## src/rtl/mem_access_unit_pkg.sv

```systemverilog
// mem_access_unit_pkg
//   Shared types and constants for the load/store stage.
//   mem_size_t  : access size code driven by the control unit (3 behaves as word)
//   mau_state_t : bus sequencing state of mem_access_unit
//   WORD_BYTES  : width of the data bus in bytes
package mem_access_unit_pkg;

    localparam int WORD_BYTES = 4;

    typedef enum logic [1:0] {
        SZ_BYTE = 2'd0,
        SZ_HALF = 2'd1,
        SZ_WORD = 2'd2
    } mem_size_t;

    typedef enum logic [1:0] {
        IDLE = 2'd0,
        REQ  = 2'd1,
        DONE = 2'd2
    } mau_state_t;

endpackage

```

## src/rtl/mem_access_unit_if.sv

```systemverilog
// mem_access_unit_if
//   Word-wide, ack-handshaked data bus between the load/store stage and memory.
//   bus_req   : request, held until bus_ack
//   bus_we    : 1 = write access
//   bus_addr  : word-aligned byte address
//   bus_be    : byte enables, one per lane
//   bus_wdata : lane-replicated store data
//   bus_ack   : access complete, bus_rdata valid in the same cycle
//   bus_rdata : read word
//   master modport is the load/store stage, slave modport is the memory side.
interface mem_access_unit_if;

    logic                                       bus_req;
    logic                                       bus_we;
    logic [31:0]                                bus_addr;
    logic [mem_access_unit_pkg::WORD_BYTES-1:0] bus_be;
    logic [31:0]                                bus_wdata;
    logic                                       bus_ack;
    logic [31:0]                                bus_rdata;

    modport master (
        output bus_req,
        output bus_we,
        output bus_addr,
        output bus_be,
        output bus_wdata,
        input  bus_ack,
        input  bus_rdata
    );

    modport slave (
        input  bus_req,
        input  bus_we,
        input  bus_addr,
        input  bus_be,
        input  bus_wdata,
        output bus_ack,
        output bus_rdata
    );

endinterface

```

## src/rtl/mem_access_unit_lane_align.sv

```systemverilog
// mem_access_unit_lane_align
//   Purely combinational lane handling for the load/store stage.
//   Store side: st_size/st_addr_lo/st_wdata -> st_be, st_lane_wdata, st_misalign
//   Load side : ld_size/ld_addr_lo/ld_unsigned/ld_rdata -> ld_data (aligned, extended)
//   Lanes are little-endian: byte 0 of the word sits in bits [7:0].
module mem_access_unit_lane_align
    import mem_access_unit_pkg::*;
(
    input  logic [1:0]            st_size,
    input  logic [1:0]            st_addr_lo,
    input  logic [31:0]           st_wdata,
    output logic [WORD_BYTES-1:0] st_be,
    output logic [31:0]           st_lane_wdata,
    output logic                  st_misalign,
    input  logic [1:0]            ld_size,
    input  logic [1:0]            ld_addr_lo,
    input  logic                  ld_unsigned,
    input  logic [31:0]           ld_rdata,
    output logic [31:0]           ld_data
);

    logic [7:0]  ld_byte;
    logic [15:0] ld_half;

    // Store data is replicated across every lane so memory only needs the byte enables
    // to place it; size code 3 falls through to the word case.
    always_comb begin
        st_be         = 4'b1111;
        st_lane_wdata = st_wdata;
        st_misalign   = 1'b0;
        case (st_size)
            SZ_BYTE: begin
                st_be         = 4'b0001 << st_addr_lo;
                st_lane_wdata = {4{st_wdata[7:0]}};
            end
            SZ_HALF: begin
                st_be         = st_addr_lo[1] ? 4'b1100 : 4'b0011;
                st_lane_wdata = {2{st_wdata[15:0]}};
                st_misalign   = st_addr_lo[0];
            end
            default: begin
                st_misalign   = |st_addr_lo;
            end
        endcase
    end

    // Pick the addressed byte/half out of the returned word and extend it to 32 bits.
    always_comb begin
        ld_byte = ld_rdata[{ld_addr_lo, 3'b000} +: 8];
        ld_half = ld_addr_lo[1] ? ld_rdata[31:16] : ld_rdata[15:0];
        ld_data = ld_rdata;
        case (ld_size)
            SZ_BYTE: ld_data = {{24{~ld_unsigned & ld_byte[7]}}, ld_byte};
            SZ_HALF: ld_data = {{16{~ld_unsigned & ld_half[15]}}, ld_half};
            default: ld_data = ld_rdata;
        endcase
    end

endmodule

```

## src/rtl/mem_access_unit.sv

```systemverilog
// mem_access_unit
//   Load/store stage: turns a load/store request from the core into a single bus
//   access, stalls the core until it completes, and returns the extended load data.
//   clk, rst      : clock and synchronous active-low reset
//   mem_re/mem_we : load / store request (both high = store)
//   mem_size      : 0 byte, 1 half, 2/3 word; mem_unsigned selects zero-extension
//   addr, wdata   : byte address and store data from the datapath
//   read_data     : last completed load result
//   stall         : hold the core this cycle
//   misalign      : pulse, misaligned access dropped
//   bus_err       : pulse, bus access timed out
//   bus           : master side of the data bus
module mem_access_unit
    import mem_access_unit_pkg::*;
#(
    parameter int TIMEOUT = 16
) (
    input  logic              clk,
    input  logic              rst,
    input  logic              mem_re,
    input  logic              mem_we,
    input  logic [1:0]        mem_size,
    input  logic              mem_unsigned,
    input  logic [31:0]       addr,
    input  logic [31:0]       wdata,
    output logic [31:0]       read_data,
    output logic              stall,
    output logic              misalign,
    output logic              bus_err,
    mem_access_unit_if.master bus
);

    localparam int CNT_W = $clog2(TIMEOUT);

    mau_state_t             state;
    logic [CNT_W-1:0]       req_cnt;
    logic [1:0]             ld_size;
    logic [1:0]             ld_addr_lo;
    logic                   ld_unsigned;
    logic                   access;
    logic                   lane_misalign;
    logic [WORD_BYTES-1:0]  st_be;
    logic [31:0]            st_lane_wdata;
    logic [31:0]            ld_data;

    assign access = mem_re | mem_we;

    mem_access_unit_lane_align u_lane_align (
        .st_size       (mem_size),
        .st_addr_lo    (addr[1:0]),
        .st_wdata      (wdata),
        .st_be         (st_be),
        .st_lane_wdata (st_lane_wdata),
        .st_misalign   (lane_misalign),
        .ld_size       (ld_size),
        .ld_addr_lo    (ld_addr_lo),
        .ld_unsigned   (ld_unsigned),
        .ld_rdata      (bus.bus_rdata),
        .ld_data       (ld_data)
    );

    // The stall has to rise in the very cycle the request appears, before any register
    // has seen it, so it is decoded from the current state and inputs.
    assign stall    = (state == REQ) || ((state == IDLE) && access && !lane_misalign);
    assign misalign = (state == IDLE) && access && lane_misalign;

    // Bus sequencer. Load size/offset/sign are latched with the request because the
    // extraction happens later, when bus_ack arrives. Ack wins over timeout when both
    // fall on the last allowed REQ cycle.
    always_ff @(posedge clk) begin
        if (!rst) begin
            state         <= IDLE;
            req_cnt       <= '0;
            ld_size       <= 2'd0;
            ld_addr_lo    <= 2'd0;
            ld_unsigned   <= 1'b0;
            read_data     <= 32'd0;
            bus_err       <= 1'b0;
            bus.bus_req   <= 1'b0;
            bus.bus_we    <= 1'b0;
            bus.bus_addr  <= 32'd0;
            bus.bus_be    <= '0;
            bus.bus_wdata <= 32'd0;
        end else begin
            bus_err <= 1'b0;
            case (state)
                IDLE: begin
                    if (access && !lane_misalign) begin
                        bus.bus_req   <= 1'b1;
                        bus.bus_we    <= mem_we;
                        bus.bus_addr  <= {addr[31:2], 2'b00};
                        bus.bus_be    <= st_be;
                        bus.bus_wdata <= st_lane_wdata;
                        ld_size       <= mem_size;
                        ld_addr_lo    <= addr[1:0];
                        ld_unsigned   <= mem_unsigned;
                        req_cnt       <= '0;
                        state         <= REQ;
                    end else if (access) begin
                        read_data     <= 32'd0;
                    end
                end
                REQ: begin
                    if (bus.bus_ack) begin
                        bus.bus_req <= 1'b0;
                        if (!bus.bus_we) begin
                            read_data <= ld_data;
                        end
                        state       <= DONE;
                    end else if (req_cnt == CNT_W'(TIMEOUT - 1)) begin
                        bus.bus_req <= 1'b0;
                        read_data   <= 32'd0;
                        bus_err     <= 1'b1;
                        state       <= DONE;
                    end else begin
                        req_cnt     <= req_cnt + 1'b1;
                    end
                end
                DONE: begin
                    state <= IDLE;
                end
                default: begin
                    state <= IDLE;
                end
            endcase
        end
    end

endmodule

```

## src/flat_wrapper.sv

```systemverilog
// flat-port wrapper written by rule: the top's interface ports become plain ports
module mem_access_unit_flat import mem_access_unit_pkg::*;
#(
    parameter int TIMEOUT = 16
)
  (clk, rst, mem_re, mem_we, mem_size, mem_unsigned, addr, wdata, read_data, stall, misalign, bus_err, bus_bus_req, bus_bus_we, bus_bus_addr, bus_bus_be, bus_bus_wdata, bus_bus_ack, bus_bus_rdata);
  mem_access_unit_if bus_i ();
  input  logic clk;
  input  logic rst;
  input  logic mem_re;
  input  logic mem_we;
  input  logic [1:0] mem_size;
  input  logic mem_unsigned;
  input  logic [31:0] addr;
  input  logic [31:0] wdata;
  output logic [31:0] read_data;
  output logic stall;
  output logic misalign;
  output logic bus_err;
  output wire logic [$bits(bus_i.bus_req)-1:0] bus_bus_req;
  output wire logic [$bits(bus_i.bus_we)-1:0] bus_bus_we;
  output wire logic [$bits(bus_i.bus_addr)-1:0] bus_bus_addr;
  output wire logic [$bits(bus_i.bus_be)-1:0] bus_bus_be;
  output wire logic [$bits(bus_i.bus_wdata)-1:0] bus_bus_wdata;
  input wire logic [$bits(bus_i.bus_ack)-1:0] bus_bus_ack;
  input wire logic [$bits(bus_i.bus_rdata)-1:0] bus_bus_rdata;
  assign bus_bus_req = bus_i.bus_req;
  assign bus_bus_we = bus_i.bus_we;
  assign bus_bus_addr = bus_i.bus_addr;
  assign bus_bus_be = bus_i.bus_be;
  assign bus_bus_wdata = bus_i.bus_wdata;
  assign bus_i.bus_ack = bus_bus_ack;
  assign bus_i.bus_rdata = bus_bus_rdata;
  mem_access_unit #(.TIMEOUT(TIMEOUT)) u_core (.clk(clk), .rst(rst), .mem_re(mem_re), .mem_we(mem_we), .mem_size(mem_size), .mem_unsigned(mem_unsigned), .addr(addr), .wdata(wdata), .read_data(read_data), .stall(stall), .misalign(misalign), .bus_err(bus_err), .bus(bus_i));
endmodule
```

## config.mk

```make
export PLATFORM = sky130hd
export DESIGN_NAME = mem_access_unit_flat
export DESIGN_NICKNAME = d
export VERILOG_FILES = /design/src/rtl/mem_access_unit_pkg.sv /design/src/rtl/mem_access_unit_if.sv /design/src/rtl/mem_access_unit_lane_align.sv /design/src/rtl/mem_access_unit.sv /design/src/flat_wrapper.sv
export SDC_FILE = /design/constraint.sdc
export NUM_CORES = 1
export LEC_CHECK = 0
export BUFFER_PORTS_ARGS = -buffer_cell sky130_fd_sc_hd__buf_4
export CORE_ASPECT_RATIO = 0.7
export CORE_MARGIN = 2
export CORE_UTILIZATION = 51
export DETAILED_ROUTE_END_ITERATION = 7
export GPL_TIMING_DRIVEN = 0
export PLACE_DENSITY = 0.85
export SLEW_MARGIN = 20
export SYNTH_ARGS = -nofsm -noshare
export SYNTH_HDL_FRONTEND = slang
export SYNTH_SLANG_ARGS = --single-unit
```

## constraint.sdc

```tcl
create_clock -name clk -period 3.4 [get_ports clk]
set_input_delay 0.17 -clock clk [delete_from_list [all_inputs] [get_ports clk]]
set_output_delay 0.17 -clock clk [all_outputs]
set_load 0.05 [all_outputs]
```

==> results.md, run 1 <==
- Slew margin rel.: 60.3%
- Post-Route Utilization: around 75%
- Vias in the first global route: approximately 4700
- Number of I/O port buffers: 206
- Total CTS buffers: 9
- Setup bufs post-CTS: 0
- Fraction of registers with async set/reset: 0%
- Vias per cell: 5.49
- Status: finished, final reports clean
- Routed wire per std cell: approximately 16 µm
- Tcrit/Tclk final: between 50% and 60%
- VDD IR-drop max: 305 µV
- Synth area leader: dfxtp_1
- Yosys top cell area share: 46.7%
- Yosys warns: 0
- Net Sw Frac: 33.2%
- DRC: 0
- PwrDens: about 500 nW/µm²
- DIE AREA: 10200 µm²
- Synth Instances: 567
- CTS Buffer Depth: 2
- Fmax: 494 MHz
- Worst setup SP type: flop
- Die Ht: 85.2 µm
- Initial Util: a little over half
- Filler cells: approximately 690
- Die width: 120 µm
- Grt ovf: 0
- Initial antenna violation count: 0
- Clock slew at reported path FFs: roughly 0.070 ns
- CTS Hold Bufs: 0
- TritonRoute pass-1 iters: 5
- Synth top cells by count: nand2_1 (134), dfxtp_1 (112), a21oi_1 (66), nor2_1 (30), clkbuf_1 (28)
- Top-count cell post-synth: nand2_1
- Skew final: 0.00767 ns
- Worst Max-Slew Pin Slew: approximately 0.59 ns
- Internal power: ~2.3 mW
- Slowest CP cell: dfxtp_1
- Main flop type after synthesis: dfxtp_1
- Crit path capture type: output pin
- GRT Util Overall: 28.5%
- Distinct cells, synth: 44
- Maximum number of pins on one net before global-route repair: 19
- Synthesized flop and latch total: 112
- Area of the core: 9110 µm²
- Site Rows: 29
- Quantity of gates resized following cts: 0
- Synth Cell Area: 4800 µm²
- Critical path peak fanout: 10
- Multi-input gate area: approximately 2300 µm²
- HP Class: in2reg
- Setup violations, final: 0
- H-tree levels: 3
- Leakage: 2.92 nW
- Post-DRT Antenna Nets: 0
- CP arrival: about 1.9 ns
- Critical path data required time: around 3.2 ns
- Switch Pwr: 1.13 mW
- N_diodes: 0
- Clock sinks: 112
- Crit-path max cell delay: about 0.46 ns
- Clock Power Share: 31.2%
- Sequential-to-total area share from yosys stat: 46.7%
- Fin Setup TNS: 0 ns
- Layout cells sized above 1: between 30% and 40%
- Critical path class: reg2out
- Root buffer cell: clkbuf_16
- EDFF count, synth: 0
- DP Wirelength: roughly 12 mm
- Synth area leaders: dfxtp_1 (47%), nand2_1 (10%), a21oi_1 (6.9%)
- Drt total wl: around 15 mm
- CTS tree: built
- Io pins: 209
- # Max-Cap Violations: 0
- Critical-path cell list: nor2_1 > o2111ai_1 > clkbuf_1 > nand2_1 > buf_4
- Final #Nets: 890
- Combinational share of power: 26.5%
- Synth Area per Inst: 8.47 µm²
- Gpl congestion: 0.966
- Vias: 5021
- Layout Area Growth over Synthesis: 41.7%
- Seq pwr share: 42.3%
- Starting DRT DRC Count: approximately 360
- First-pass GRT wire length: 23.3 mm
- Clock insertion delay at the later pin of the skew report: 0.35 ns
- Unrepaired setup endpoints after global routing: no
- Tmin final: around 2 ns
- Final Hold Vio Count: 0
- Register area: 2240 µm²
- Final Max Slew Viols: 0
power groups by stage:
stage / clock (mW) / combinational, mW / sequential, mW
4_1_cts: 1.08 / 0.898 / 1.44
2_1_floorplan: 0 / 0.309 / 1.73
6_report: 1.07 / 0.903 / 1.44
3_3_place_gp: 0 / 0.880 / 1.47
3_5_place_dp: 0 / 0.895 / 1.47
5_1_grt: 1.12 / 0.960 / 1.45
final timing paths:
check                               from                endpoint  slack [ns]  cells past startpoint
setup reg to reg       u_core.req_cnt[0]    u_core.read_data[19]        1.50                      6
hold / removal               bus_bus_ack          u_core.bus_err        0.02                      2
setup / recovery         u_core.state[0]                   stall        1.37                      5
hold reg to reg   u_core.bus.bus_addr[5]  u_core.bus.bus_addr[5]        0.46                      2
final cells by class:
class | count | area share [%]
clock inverter | 6 | 0.975
buffer | 44 | 2.94
clock buffer | 10 | 3.37
multi-input combinational | 406 | 34.4
timing repair buffer | 206 | 22.7
tap | 124 | 2.28
inverter | 6 | 0.331
sequential | 112 | 33.0
cell families after synthesis:
logic type	count (synthesis)	share of synthesized area (%)
flip-flops	112	46.7
other	1	0.0781
AO/OA/AOI/OAI	158	22.7
multiplexers	25	5.26
adder cells (fa/ha/maj)	1	0.261
buffers and inverters	50	4.64
XOR/XNOR	3	0.547
AND/OR/NAND/NOR	217	19.9
metal layers:
metal,GRT usage (%),wire (µm)
met5,0,0
met4,8.56,322
met3,7.80,1310
met2,46.0,6810
met1,37.6,6320
worst max-delay path, delay by kind of cell, from the launching register on:
family	cells	cell delay, ns
compound gates	1	0.23
simple gates	2	0.19
flops	1	0.46
buf+inv	2	0.61
registers in the layout (all words and copies together) (netlist names):
register / cells
u_core.bus.bus_addr: 30
u_core.bus.bus_be: 4
u_core.bus.bus_req: 1
u_core.bus.bus_wdata: 32
u_core.bus.bus_we: 1
u_core.bus_err: 1
u_core.ld_addr_lo: 2
u_core.ld_size: 2
u_core.ld_unsigned: 1
u_core.read_data: 32
u_core.req_cnt: 4
u_core.state: 2
stage by stage:
stage	power [mW]	cell area, µm²	instances	hold WS (ns)	setup WS [ns]
CTS	3.42	6800	914	0.00860	1.35
global placement	2.35	6510	898	0.381	1.61
finish	3.41	6800	914	0.0175	1.37
global route	3.54	6800	914	0.0154	1.19
floorplan	2.04	4810	568	0.248	1.60
detailed placement	2.37	6510	898	0.381	1.53
cell usage in the layout (no fill, tap or decap), types with 2 or more instances in the layout:
cell type,instances
a311oi_1,8
conb_1,2
nand2b_1,25
clkbuf_16,9
a211oi_1,10
nor2b_1,2
xor2_1,3
mux2_2,2
o2bb2ai_1,8
inv_6,2
a22o_1,17
buf_6,2
buf_1,2
nand3_1,6
inv_1,5
buf_4,208
dfxtp_1,112
a21oi_1,66
nand2_1,134
a32o_1,7
buf_2,10
mux2i_1,23
o221ai_1,7
clkbuf_1,29
nor2_1,30
clkinv_2,2
or3_1,7
nor3_1,7
o21ai_0,25
Power figures use the tool's default switching activity.
==> run 2: changes to the inputs <==
- CORE_UTILIZATION: 51 -> 43
- PLACE_DENSITY: 0.85 -> 0.76
- clock period: 3.4 -> 1.8 ns (I/O delays scaled with it)
==> run 2 against run 1 <==
  * Clock power is 97% higher
  * Register-to-register slack worse by 1.4 ns
  * Power rose by 95%
  * Non-clock buffer count rose by 33
  * Flip-flop and latch count unchanged
  * Global-route usage decreased by 2.1 points
  * Critical path depth is the same
  * Largest cell class unchanged
  * Largest power group unchanged
  * Highest routed layer unchanged
==> results.md, run 2 (synthesized netlist as in run 1, its figures left out) <==
- GRT Util Overall: 26.4% (-2.1 points)
- Tmin final: 1.71 ns
- Io pins: 209 (unchanged)
- Status: finished, final reports clean
- TritonRoute pass-1 iters: 5 (unchanged)
- Root buffer cell: clkbuf_16
- Tcrit/Tclk final: ~95%
- Final #Nets: 923 (+3.7%)
- Slew margin rel.: 60.7% (+0.41 points)
- Leakage: 3.09 nW (+5.9%)
- Critical path class: reg2reg
- DRC: 0 (unchanged)
- DIE AREA: 12000 µm² (+18%)
- VDD IR-drop max: 643 µV (+110%)
- Gpl congestion: 0.921 (-4.7%)
- Worst Max-Slew Pin Slew: 0.589 ns (-0.00613 ns)
- CTS tree: built
- Number of I/O port buffers: 206 (unchanged)
- Die width: 130 µm (+8.6%)
- Worst setup SP type: flop
- Placed instance count: 927 (+3.2%)
- Post-Route Utilization: 66.5% (-8.2 points)
- Layout cells sized above 1: 31.7% (+0.57 points)
- Multi-input gate area: 2400 µm² (+2.4%)
- Maximum number of pins on one net before global-route repair: 20 (+1)
- Leading cell type in the layout, fill and taps excluded: buf_4
- First-pass GRT wire length: 24.8 mm (+6.4%)
- Filler cells: 883 (+29%)
- Skew final: 0.0101 ns (+0.00243 ns)
- Top flop regs: u_core.bus.bus_wdata: 32 flops, u_core.read_data: 32 flops, u_core.bus.bus_addr: 30 flops
- # Max-Cap Violations: 0 (unchanged)
- Most frequent cells in the layout: buf_4 (210), nand2_1 (134), dfxtp_1 (111)
- Vias: 5058 (+0.74%)
- Clock sinks: 112 (unchanged)
- Post-DRT Antenna Nets: 0 (unchanged)
- Critical path data required time: 2.05 ns (-1.18 ns)
- PwrDens: 914 nW/µm² (+82%)
- Crit path capture type: flop
- Post-Layout Cell Count: 976 (+6.8%)
- Site Rows: 32 (+10%)
- Vias in the first global route: 4812 (+2.0%)
- CP arrival: 1.96 ns (+0.10 ns)
- Initial antenna violation count: 0 (unchanged)
- Fmax: 586 MHz
- Clock slew at reported path FFs: 0.08 ns (about the same)
- DP Wirelength: 12.0 mm (+3.0%)
- Drt total wl: 16.3 mm (+10%)
- Register area: 2240 µm² (about the same)
- H-tree levels: 3 (unchanged)
- Critical path peak fanout: 9 (-1)
- Total CTS buffers: 9 (unchanged)
- Final Max Slew Viols: 0 (unchanged)
- HP Class: in2reg
- Routed wire per std cell: 16.6 µm (+3.1%)
- Area of the core: 10900 µm² (+20%)
- Grt ovf: 0 (unchanged)
- Layout Area Growth over Synthesis: 51.3%
- N_diodes: 0 (unchanged)
- Die Ht: 92.4 µm (+8.5%)
- Tot Pwr: 6.64 mW (+95%)
- Starting DRT DRC Count: 406 (+14%)
- CTS Buffer Depth: 2 (unchanged)
- Setup violations, final: 0 (unchanged)
- Initial Util: 43.9% (-8.8 points)
- Vias per cell: 5.18 (-5.7%)
- Final Hold Vio Count: 0 (unchanged)
- Clock insertion delay at the later pin of the skew report: 0.36 ns (about the same)
-- run 2: cell types whose count changed in the layout (fill, tap and decap cells not counted), sizes merged --
| cell | previous run | this run |
|---|---|---|
| clkinv | 4 | 3 |
| dlygate4sd3 | 0 | 32 |
| clkinvlp | 0 | 1 |
| clkbuf | 38 | 42 |
| buf | 222 | 219 |
-- run 2: area by class of cell --
class / instances / share of cell area [%]
plain buffers: 44 / 3.08
repair buffers: 239 / 25.8
clock buffers: 10 / 3.29
flip-flops and latches: 112 / 30.9
multi-input cells: 406 / 33.0
inverters: 6 / 0.310
clock inverters: 6 / 1.03
well taps: 153 / 2.63
-- run 2: layer usage --
layer	up-vias	wire (µm)	global-route usage (%)
li1	2478	-	-
met5	-	0	0
met4	0	248	7.53
met3	25	1210	6.82
met1	2369	7100	35.3
met2	186	7690	42.3
-- run 2: critical path: stages, from the launching register on --
cell	delay, ns
dfxtp_2	0.35
mux2_2	0.37
a22oi_4	0.34
a221oi_4	0.14
buf_4	0.20
a22o_1	0.20
-- run 2: repair_timing --
item / 4_1_cts / 5_1_grt
resized for setup: 5 / 26
hold endpoints to repair: 32 / 0
setup endpoints to repair: 32 / 62
pin swaps: 1 / 0
setup buffers: 1 / 0
hold buffers: 32 / 0
-- run 2: worst paths after layout --
check / from / to / slack [ns] / cells after the start
worst min-delay path: rst / u_core.state[1] / 0.01 / 3
worst min register to register: u_core.bus.bus_addr[26] / u_core.bus.bus_addr[26] / 0.46 / 2
worst max register to register: u_core.ld_addr_lo[1] / u_core.read_data[30] / 0.09 / 5
worst max-delay path: u_core.ld_addr_lo[1] / u_core.read_data[30] / 0.09 / 5
-- run 2: stage by stage --
stage	setup slack, ns	hold slack [ns]	instance area (µm²)	TNS, ns
3_3_place_gp	-0.0233	0.307	6540	-0.156
2_1_floorplan	0.0254	0.168	4810	0
4_1_cts	0.00755	0.000677	7210	0
3_5_place_dp	-0.0646	0.300	6540	-0.673
5_1_grt	-0.00948	0.0238	7270	-0.0146
6_report	0.0946	0.0129	7270	0
-- run 2: power by group --
part	switching, mW	internal, mW
Clock	0.967	1.14
Combinational	1.16	0.646
Sequential	0.0971	2.63
==> run 3: changes to the inputs <==
- CORE_ASPECT_RATIO: 0.7 -> 0.9
==> run 3 against run 2 <==
  * Hold slack worse by 0.0019 ns
  * Flip-flop and latch count stayed put
  * First-iteration DRC count is 36% lower
  * Clock skew hardly changed
  * Cell area is 0.33% lower
  * Sequential power hardly changed
  * Die area is 0.10% lower
  * Maximum frequency is 1.8% lower
  * Count of clock-buffer cells in the layout is 1 higher
  * Sequential share of layout area is 0.10 points higher
  * Clock power is 6% lower
  * Worst setup slack worse by 0.031 ns
  * Critical endpoint is now u_core.read_data[29]
  * Largest cell class unchanged
  * Largest power group unchanged
==> results.md, run 3 (synthesized netlist as in run 1, its figures left out) <==
- Post-Route Utilization: 66.7% (+0.24 points)
- Leading cell type in the layout, fill and taps excluded: buf_4
- N_diodes: 0 (unchanged)
- Clock sinks: 112 (unchanged)
- Leakage: 3.08 nW (-0.37%)
- PwrDens: 902 nW/µm² (-1.3%)
- Critical path class: reg2reg
- R2r endpoint: u_core.read_data[29]
- Design area: 7240 µm² (-0.33%)
- Grt ovf: 0 (unchanged)
- DP Wirelength: 12.0 mm (+0.36%)
- R2R depth: 6 (+1)
- Clock insertion delay at the later pin of the skew report: 0.35 ns (about the same)
- # Max-Cap Violations: 0 (unchanged)
- Slew margin rel.: 61.3% (+0.53 points)
- Worst setup SP type: flop
- Launching point of the worst reg2reg path: u_core.ld_addr_lo[1]
- Io pins: 209 (unchanged)
- Layout Area Growth over Synthesis: 50.8%
- CTS Buffer Depth: 2 (unchanged)
- Initial antenna violation count: 0 (unchanged)
- Post-DRT Antenna Nets: 0 (unchanged)
- Die Ht: 104 µm (+13%)
- DR WL met3: 1.32 mm (+9.5%)
- Detail Route met2 WL: 7.56 mm (-1.7%)
- Starting DRT DRC Count: 259 (-36%)
- Vias in the first global route: 5102 (+6.0%)
- CP arrival: 1.98 ns (+0.02 ns)
- Vias: 5101 (+0.85%)
- Final #Nets: 924 (+0.11%)
- First-pass GRT wire length: 25.2 mm (+1.7%)
- Hold Path Origin: mem_we
- Post-Place Cell Area: 6540 µm² (about the same)
- Most frequent cells in the layout: buf_4 (213), nand2_1 (134), dfxtp_1 (111)
- Root buffer cell: clkbuf_16
- Fmax: 576 MHz (-1.8%)
- DIE AREA: 12000 µm² (-0.10%)
- DRT met1 WL: 6.38 mm (-10%)
- TritonRoute pass-1 iters: 4 (-1)
- GRT Util Overall: 26.2% (-0.21 points)
- Status: finished, final reports clean
- VDD IR-drop max: 598 µV (-7.1%)
- Tcrit/Tclk final: 96.5% (+1.7 points)
- Vias per cell: 5.23 (+0.95%)
- Skew final: 0.00988 ns (-0.000220 ns)
- Routed wire per std cell: 16.3 µm (-2.3%)
- Tmin final: 1.74 ns (+0.0309 ns)
- Initial Util: 44.2% (+0.30 points)
- Layout cells sized above 1: 31.3% (-0.36 points)
- CTS tree: built
- Slowest CP cell: mux2_2
- Top flop regs: u_core.bus.bus_wdata: 32 flops, u_core.read_data: 32 flops, u_core.bus.bus_addr: 30 flops
- Maximum number of pins on one net before global-route repair: 18 (-10%)
- Worst R2R Setup Slack: 0.06 ns (-0.03 ns)
- Setup violations, final: 0 (unchanged)
- Number of I/O port buffers: 206 (unchanged)
- Final Hold Vio Count: 0 (unchanged)
- H-tree levels: 3 (unchanged)
- Crit path capture type: flop
- Die width: 115 µm (-11%)
- Drt total wl: 15.9 mm (-2.4%)
- Clock slew at reported path FFs: 0.07 ns (about the same)
- Top routing layer used: met4
- Critical-path cell list: mux2_2 > a22oi_4 > a221oi_4 > buf_12 > buf_6 > a22o_1
- Area of the core: 10900 µm² (-0.69%)
- Hold depth: 3 (unchanged)
- Total CTS buffers: 9 (unchanged)
- Critical path peak fanout: 10 (+1)
- Final Max Slew Viols: 0 (unchanged)
- HP Class: in2reg
- Worst Hold Path EP: u_core.bus.bus_we
- Gpl congestion: 0.902 (-2.1%)
- Crit-path max cell delay: 0.38 ns (about the same)
- Worst Max-Slew Pin Slew: 0.581 ns (-0.00794 ns)
- Site Rows: 36 (+13%)
- DRC: 0 (unchanged)
- Critical path data required time: 2.05 ns (about the same)
## run 3: cell count changes in the layout (fill, tap and decap cells not counted), sizes merged
cell and delta:
buf +6, clkbuf -2, clkinv -1, inv -1
dlygate4sd3 -2
## run 3: stage by stage
step	power (mW)	hold slack [ns]	setup TNS [ns]	worst slack, ns	instances
floorplan	3.86	0.168	0	0.0254	568
global placement	4.45	0.294	-0.125	-0.0154	926
detailed placement	4.49	0.299	-2.03	-0.104	926
CTS	6.52	0.00554	0	0.000235	973
global route	6.80	0.00389	-0.0110	-0.00650	975
finish	6.53	0.0110	0	0.0638	975
## run 3: layout make-up
type	instances	area (µm²)
inverter	6	22.5
buffer	44	220
clock inverter	4	55.1
timing repair buffer	240	1900
tap	152	190
sequential	112	2240
fill	871	3610
multi-input combinational	406	2380
clock buffer	11	233
## run 3: critical path, delay by kind of cell, from the launching register on
kind,cells,cell delay [ns]
AO/OA/AOI/OAI,3,0.60
multiplexers,1,0.38
flip-flops,1,0.35
buffers and inverters,2,0.29
## run 3: where the power goes
group | switching, mW | internal [mW] | leakage (nW) | total [mW]
clock network | 0.909 | 1.08 | 0.136 | 1.99
logic | 1.15 | 0.657 | 2.03 | 1.81
registers | 0.0994 | 2.63 | 0.915 | 2.73
total | 2.16 | 4.37 | 3.08 | 6.53
## run 3: per-layer routing
metal	GRT usage, %	vias up
met2	42.5	221
met4	12.7	0
met5	0	-
li1	-	2478
met3	6.93	45
met1	32.0	2357
## run 3: repair_timing
action,in CTS,in global routing
endpoints found under the setup margin,32,76
resized for setup,6,18
pin swaps,1,1
endpoints found under the hold margin,30,0
buffers inserted,2,2
hold buffers,30,0
## run 3: worst max path at each step
stage	depth (start not counted)	slack [ns]	to	startpoint
after global routing	6	-0.007	u_core.bus.bus_addr[7]	u_core.state[0]
after floorplan	4	0.03	u_core.read_data[17]	u_core.state[1]
after global placement	6	-0.02	u_core.read_data[20]	u_core.req_cnt[0]
after CTS	6	0.0002	u_core.read_data[10]	u_core.req_cnt[0]
final	6	0.06	u_core.read_data[29]	u_core.ld_addr_lo[1]
after detailed placement	6	-0.10	u_core.read_data[20]	u_core.req_cnt[0]
